[src/rtl/alu_ctrl_pkg.sv]
// Shared constants for the ALU control stage: opcode patterns, ALU operation
// codes, ALUOp classes and the stage FSM states.
package alu_ctrl_pkg;

   localparam logic [10:0] OPC_ADD     = 11'b10001011000;
   localparam logic [10:0] OPC_SUB     = 11'b11001011000;
   localparam logic [10:0] OPC_AND     = 11'b10001010000;
   localparam logic [10:0] OPC_ORR     = 11'b10101010000;
   localparam logic [10:0] OPC_LSL     = 11'b11010011011;
   localparam logic [10:0] OPC_LSR     = 11'b11010011010;
   localparam logic [10:0] OPC_B_MASK  = 11'b11111100000;
   localparam logic [10:0] OPC_B_MATCH = 11'b00010100000;
   localparam logic [10:0] OPC_MUL     = 11'b10011011000;

   localparam logic [3:0] ALU_AND    = 4'b0000;
   localparam logic [3:0] ALU_ORR    = 4'b0001;
   localparam logic [3:0] ALU_ADD    = 4'b0010;
   localparam logic [3:0] ALU_LSL    = 4'b0011;
   localparam logic [3:0] ALU_SUB    = 4'b0110;
   localparam logic [3:0] ALU_PASS_B = 4'b0111;
   localparam logic [3:0] ALU_MUL    = 4'b1000;
   localparam logic [3:0] ALU_BR     = 4'b1111;

   typedef enum logic [1:0] {
      ALUOP_D   = 2'b00,
      ALUOP_B   = 2'b01,
      ALUOP_R   = 2'b10,
      ALUOP_RSV = 2'b11
   } aluop_e;

   typedef enum logic [1:0] {
      ST_EMPTY = 2'b00,
      ST_BUSY  = 2'b01,
      ST_VALID = 2'b10
   } state_e;

endpackage

[src/rtl/alu_ctrl_seq_if.sv]
// Handshake bus of the ALU control stage; master = ID/EX + execute side,
// slave = the alu_ctrl_seq stage.
interface alu_ctrl_seq_if #(
   parameter int unsigned OP_W = 4
);
   logic            in_valid;
   logic            in_ready;
   logic [1:0]      alu_op;
   logic [10:0]     opcode;
   logic            out_valid;
   logic            out_ready;
   logic [OP_W-1:0] operation;
   logic            multicycle;
   logic            illegal;
   logic            busy;

   modport master (
      output in_valid, alu_op, opcode, out_ready,
      input  in_ready, out_valid, operation, multicycle, illegal, busy
   );

   modport slave (
      input  in_valid, alu_op, opcode, out_ready,
      output in_ready, out_valid, operation, multicycle, illegal, busy
   );
endinterface

[src/rtl/alu_ctrl_decode.sv]
// Combinational {alu_op, opcode} decode to ALU operation and flags.
// MUL is recognised only when ALU_CTRL_MUL_EN is defined.
module alu_ctrl_decode
   import alu_ctrl_pkg::*;
(
   input  logic [1:0]  alu_op,
   input  logic [10:0] opcode,
   output logic [3:0]  operation,
   output logic        multicycle,
   output logic        illegal
);

   always_comb begin
      operation  = '0;
      multicycle = 1'b0;
      illegal    = 1'b0;
      case (aluop_e'(alu_op))
         ALUOP_D: operation = ALU_ADD;
         ALUOP_B: operation = ALU_PASS_B;
         ALUOP_R: begin
            if ((opcode & OPC_B_MASK) == OPC_B_MATCH) begin
               operation = ALU_BR;
            end else begin
               case (opcode)
                  OPC_ADD: operation = ALU_ADD;
                  OPC_SUB: operation = ALU_SUB;
                  OPC_AND: operation = ALU_AND;
                  OPC_ORR: operation = ALU_ORR;
                  OPC_LSL: operation = ALU_LSL;
                  OPC_LSR: operation = ALU_PASS_B;
`ifdef ALU_CTRL_MUL_EN
                  OPC_MUL: begin
                     operation  = ALU_MUL;
                     multicycle = 1'b1;
                  end
`endif
                  default: illegal = 1'b1;
               endcase
            end
         end
         default: illegal = 1'b1;
      endcase
   end

endmodule

[src/rtl/alu_ctrl_seq.sv]
// Registered, handshaked ALU control stage with optional multi-cycle MUL path.
// Optional feature macro: ALU_CTRL_MUL_EN (MUL decode + BUSY latency counter).
module alu_ctrl_seq
   import alu_ctrl_pkg::*;
#(
   parameter int unsigned MUL_LAT = 3,
   parameter int unsigned OP_W    = 4
) (
   input logic           clk,
   input logic           rst_n,
   alu_ctrl_seq_if.slave bus
);

   localparam logic [3:0] CNT_INIT = 4'(MUL_LAT - 1);
   localparam bit         USE_BUSY = (MUL_LAT > 1);

   logic [3:0]      dec_op;
   logic            dec_mc;
   logic            dec_ill;
   state_e          state_q, state_d;
   state_e          state_acc;
   logic [3:0]      cnt_q, cnt_d;
   logic [OP_W-1:0] op_q;
   logic            mc_q, ill_q;
   logic            in_ready;
   logic            accept;

   alu_ctrl_decode u_decode (
      .alu_op     (bus.alu_op),
      .opcode     (bus.opcode),
      .operation  (dec_op),
      .multicycle (dec_mc),
      .illegal    (dec_ill)
   );

   always_comb begin
      state_d   = state_q;
      cnt_d     = cnt_q;
      in_ready  = 1'b0;
      state_acc = (dec_mc && USE_BUSY) ? ST_BUSY : ST_VALID;
      case (state_q)
         ST_EMPTY: in_ready = 1'b1;
         ST_VALID: in_ready = bus.out_ready;
         default:  in_ready = 1'b0;
      endcase
      accept = bus.in_valid && in_ready;

      case (state_q)
         ST_EMPTY: if (accept) state_d = state_acc;
         ST_VALID: if (bus.out_ready) state_d = accept ? state_acc : ST_EMPTY;
         ST_BUSY: begin
            // Leave on the cycle the count reaches 0, so BUSY lasts MUL_LAT-1 cycles.
            if (cnt_q <= 4'd1) state_d = ST_VALID;
            if (cnt_q != 4'd0) cnt_d = cnt_q - 4'd1;
         end
         default: state_d = ST_EMPTY;
      endcase

      if (accept && state_acc == ST_BUSY) cnt_d = CNT_INIT;
   end

   always_ff @(posedge clk or negedge rst_n) begin
      if (!rst_n) begin
         state_q <= ST_EMPTY;
         cnt_q   <= '0;
         op_q    <= '0;
         mc_q    <= 1'b0;
         ill_q   <= 1'b0;
      end else begin
         state_q <= state_d;
         cnt_q   <= cnt_d;
         if (accept) begin
            op_q  <= OP_W'(dec_op);
            mc_q  <= dec_mc;
            ill_q <= dec_ill;
         end
      end
   end

   assign bus.in_ready   = in_ready;
   assign bus.out_valid  = (state_q == ST_VALID);
   assign bus.operation  = op_q;
   assign bus.multicycle = mc_q;
   assign bus.illegal    = ill_q;
`ifdef ALU_CTRL_MUL_EN
   assign bus.busy       = (state_q == ST_BUSY);
`else
   assign bus.busy       = 1'b0;
`endif

endmodule

[src/flat_wrapper.sv]
// flat-port wrapper written by rule: the top's interface ports become plain ports
module alu_ctrl_seq_flat import alu_ctrl_pkg::*;
#(
   parameter int unsigned MUL_LAT = 3,
   parameter int unsigned OP_W    = 4
)
  (clk, rst_n, bus_in_valid, bus_alu_op, bus_opcode, bus_out_ready, bus_in_ready, bus_out_valid, bus_operation, bus_multicycle, bus_illegal, bus_busy);
  alu_ctrl_seq_if #(.OP_W(OP_W)) bus_i ();
  input logic clk;
  input logic rst_n;
  input wire logic [$bits(bus_i.in_valid)-1:0] bus_in_valid;
  input wire logic [$bits(bus_i.alu_op)-1:0] bus_alu_op;
  input wire logic [$bits(bus_i.opcode)-1:0] bus_opcode;
  input wire logic [$bits(bus_i.out_ready)-1:0] bus_out_ready;
  output wire logic [$bits(bus_i.in_ready)-1:0] bus_in_ready;
  output wire logic [$bits(bus_i.out_valid)-1:0] bus_out_valid;
  output wire logic [$bits(bus_i.operation)-1:0] bus_operation;
  output wire logic [$bits(bus_i.multicycle)-1:0] bus_multicycle;
  output wire logic [$bits(bus_i.illegal)-1:0] bus_illegal;
  output wire logic [$bits(bus_i.busy)-1:0] bus_busy;
  assign bus_i.in_valid = bus_in_valid;
  assign bus_i.alu_op = bus_alu_op;
  assign bus_i.opcode = bus_opcode;
  assign bus_i.out_ready = bus_out_ready;
  assign bus_in_ready = bus_i.in_ready;
  assign bus_out_valid = bus_i.out_valid;
  assign bus_operation = bus_i.operation;
  assign bus_multicycle = bus_i.multicycle;
  assign bus_illegal = bus_i.illegal;
  assign bus_busy = bus_i.busy;
  alu_ctrl_seq #(.MUL_LAT(MUL_LAT), .OP_W(OP_W)) u_core (.clk(clk), .rst_n(rst_n), .bus(bus_i));
endmodule
[config.mk]
export PLATFORM = sky130hd
export DESIGN_NAME = alu_ctrl_seq_flat
export DESIGN_NICKNAME = d
export VERILOG_FILES = /design/src/rtl/alu_ctrl_pkg.sv /design/src/rtl/alu_ctrl_seq_if.sv /design/src/rtl/alu_ctrl_decode.sv /design/src/rtl/alu_ctrl_seq.sv /design/src/flat_wrapper.sv
export SDC_FILE = /design/constraint.sdc
export NUM_CORES = 1
export LEC_CHECK = 0
export ABC_AREA = 0
export BUFFER_PORTS_ARGS = -buffer_cell sky130_fd_sc_hd__buf_2
export CORE_AREA = 2 2 39 41
export CTS_CLUSTER_DIAMETER = 50
export CTS_CLUSTER_SIZE = 14
export DETAILED_ROUTE_END_ITERATION = 7
export DIE_AREA = 0 0 41 43
export HOLD_SLACK_MARGIN = 0.02
export PLACE_DENSITY = 0.66
export REMOVE_ABC_BUFFERS = 1
export SLEW_MARGIN = 20
export SYNTH_ARGS = -nofsm -noshare
export SYNTH_HDL_FRONTEND = slang
export SYNTH_SLANG_ARGS = --single-unit
[constraint.sdc]
create_clock -name clk -period 1.34 [get_ports clk]
set_clock_uncertainty 0.2 [all_clocks]
set_input_delay 0.201 -clock clk [delete_from_list [all_inputs] [get_ports clk]]
set_output_delay 0.201 -clock clk [all_outputs]
set_load 0.02 [all_outputs]
==> results by group <==
Clock network
  – Reg clk slew, reported paths: 0.04 ns
  – CTS max path bufs: 2
  – CTS Sinks: 6
  – CTS buffer count: 3
  – Htree depth: 1
  – Clk Tree Root Cell: clkbuf_4
  – Worst skew pair latency: 0.24 ns
  – CTS tree: yes

Synth
  – Cell variety after synth: 31
  – Post-Synth XOR/XNOR Area: 1.98%
  – Top cell type's share of synthesized area: 34.0%
  – Cells after Synth: 46
  – Largest family of logic cells by synthesized area: simple AND/OR/NAND/NOR gates
  – Yosys reg bits: 6
  – Mapped Area: 442 µm²
  – Post-Synth Adder-Cell Area: 0%
  – Area leader, netlist: dfrtp_1
  – Synth Area per Inst: 9.60 µm²
  – Register area share after synthesis: 34.0%
  – Simple-gate portion of the synthesized area: 42.2%
  – Mux share of post-synthesis cell area: 0%
  – Compound-Gate Fraction of Synth Area: 15.9%
  – Warnings, synthesis: 0
  – Largest cells by area after synthesis: dfrtp_1 (34%), nand4bb_4 (6.2%), nand2b_1 (5.7%)

Timing
  – Final critical-path required period: 1.43 ns
  – RSZ-0062 raised after global routing: yes
  – Setup slack after layout: -0.0909 ns
  – Max Fclk: 699 MHz
  – Max-slew violations: 0
  – Final setup vio count: 4
  – Final period utilization: 107%
  – Final Hold Viols: 0

Floorplan
  – Die X: 41 µm
  – Ports: 26
  – Initial Utilization: 31.9%
  – Die height: 43 µm
  – Area of the die: 1760 µm²
  – Std-Cell Rows: 14
  – CORE AREA: 1380 µm²

Final layout
  – # diodes: 0
  – Layout cell share with drive strength beyond 1: 55.4%
  – Multi-input logic area: 334 µm²
  – FF+latch area: 150 µm²
  – Post-Layout Cell Count: 99
  – # nets final: 102
  – Filler cells: 126
  – Area delta synth->final: 74.8%

Worst hold path
  – HP Class: in2reg

Placement
  – DP Worst Slack: -0.428 ns
  – Dpl cells: 93
  – Number of I/O port buffers: 23
  – Final Wtd Congestion: 0.694
  – DP HPWL: 873 µm

Routing
  – DRT iter0 DRCs: 14
  – Number of routed nets with antenna violations: 0
  – Total Routed Length: 1270 µm
  – Via count: 510
  – Wire per inst: 12.8 µm
  – Via density: 5.15
  – Drt first pass iters: 4
  – Residual DRC: 0

Pwr
  – Final Power: 0.577 mW
  – Leakage: 0.332 nW
  – Peak supply drop: 0.241 mV
  – PwrDens: 747 nW/µm²

Outcome
  – Failing checks: setup timing
  – Status: finished with violations

Global route
  – Vias in the first global route: 487
  – Global-route wire length before repair: 1850 µm
  – Largest net degree at the start of global routing: 8
  – Total congestion overflow: 0
  – Initial antenna violation count: 0
  – Total GRT Usage: 15.4%

Flow run
  – Max-Cap Viols: 0

Setup path
  – Startpoint types: primary input
  – CP required: 1.27 ns
  – Max FO, Critical Path: 2
  – CP Capture Type: register
  – Crit path DAT: 1.36 ns
  – Crit path kind: in2reg
## state kept, by name (all words and copies together) (netlist names)
name	flops
u_core.state_q	1
u_core.bus.operation	4
u_core.bus.illegal	1
## logic make-up (layout without fill, tap and decap cells)
family,Yosys count,after routing
other,1,2
buffers and inverters,4,40
xor gates and xnor gates,1,1
and+or+nand+nor,25,25
AOI/OAI and AO/OA,9,9
DFF,6,6
## path summary, 6_finish.rpt
| check | from | slack (ns) | end | cells past startpoint |
|---|---|---|---|---|
| max | bus_opcode[0] | -0.09 | u_core.bus.illegal | 5 |
| min | bus_alu_op[1] | 0.08 | u_core.bus.illegal | 2 |
| max reg2reg | u_core.state_q[1] | 0.01 | u_core.bus.operation[2] | 4 |
| min reg2reg | u_core.bus.operation[3] | 0.29 | u_core.bus.operation[3] | 2 |
| max in group asynchronous | rst_n | 0.67 | u_core.state_q[1] | 2 |
| min in group asynchronous | rst_n | 0.12 | u_core.bus.operation[1] | 2 |
## synthesized netlist by cell type
| master | instances |
|---|---|
| a2111oi_0 | 1 |
| a211oi_1 | 1 |
| a211oi_2 | 1 |
| a221oi_1 | 1 |
| a31o_1 | 1 |
| a31oi_1 | 1 |
| and2_0 | 1 |
| and2_1 | 1 |
| buf_4 | 2 |
| clkbuf_1 | 1 |
| conb_1 | 1 |
| dfrtp_1 | 6 |
| inv_1 | 1 |
| nand2_1 | 3 |
| nand2b_1 | 4 |
| nand3_1 | 1 |
| nand3b_1 | 1 |
| nand4b_1 | 1 |
| nand4bb_1 | 1 |
| nand4bb_4 | 1 |
| nor2_1 | 4 |
| nor3_1 | 1 |
| nor3_2 | 1 |
| nor4_1 | 2 |
| nor4_2 | 1 |
| o21ai_0 | 1 |
| o21ai_1 | 1 |
| o31ai_1 | 1 |
| or3b_1 | 1 |
| or4b_4 | 1 |
| xnor2_1 | 1 |
## power breakdown
group | total [mW] | internal (mW) | switching, mW
sequential | 0.210 | 0.201 | 0.00876
combinational | 0.203 | 0.0954 | 0.108
clock | 0.164 | 0.101 | 0.0626
## metrics by stage
step / hold WS [ns] / utilization, % / area (µm²) / TNS (ns)
global route: 0.0935 / 55.8 / 772 / -0.461
CTS: 0.0670 / 53.3 / 737 / -0.208
detailed placement: -0.166 / 46.0 / 637 / -1.77
floorplan: -0.295 / - / 427 / -0.815
finish: 0.0770 / 55.8 / 772 / -0.225
global placement: -0.170 / 46.0 / 637 / -1.60
## worst max-delay path, stage by stage
cell,delay (ns)
buf_6,0.09
or4b_4,0.57
a211oi_4,0.24
o31ai_1,0.09
a31o_1,0.17
## timing repair
action,in CTS,in global routing
setup buffers,0,0
hold endpoints to repair,8,0
gates resized for setup,9,8
hold buffers,3,0
endpoints found under the setup margin,4,6
pin swaps,4,1
## routing by layer
layer  track usage (%)  vias up  share of wire [%]
li1                  -      246                  -
met1              15.2      237                 36
met2              29.4       25                 56
met3              1.57        2                7.1
met4              6.00        0               0.63
met5                 0        -                  0
## area by class of cell
type                    instances  area share, %
clock buffers                   3           2.92
well taps                      16           2.59
flip-flops and latches          6           19.4
repair buffers                 36           31.3
multi-input cells              37           43.3
inverters                       1          0.486
## cells in the final DEF (no fill, tap or decap)
| cell type | count |
|---|---|
| buf_6 | 3 |
| nand3_1 | 1 |
| buf_2 | 19 |
| a31oi_1 | 1 |
| a31o_1 | 1 |
| buf_4 | 11 |
| a221oi_2 | 1 |
| and2_2 | 1 |
| dfrtp_1 | 6 |
| nor2_1 | 4 |
| clkbuf_4 | 3 |
| a211oi_4 | 1 |
| or4b_4 | 1 |
| xnor2_1 | 1 |
| nor4_4 | 1 |
| conb_1 | 2 |
| a211oi_1 | 1 |
| o31ai_1 | 1 |
| nand2b_1 | 4 |
| nor4_2 | 2 |
| nand4b_1 | 1 |
| or3b_1 | 1 |
| dlygate4sd3_1 | 3 |
| and2_1 | 1 |
| nand2_1 | 3 |
| o21ai_1 | 2 |
| nand4bb_1 | 1 |
| a2111oi_4 | 1 |
| nor3_1 | 1 |
| nand3b_1 | 1 |
| nand4bb_4 | 1 |
| nor3_4 | 1 |
| inv_1 | 1 |
Note: power is estimated with default switching activity, not from simulation.
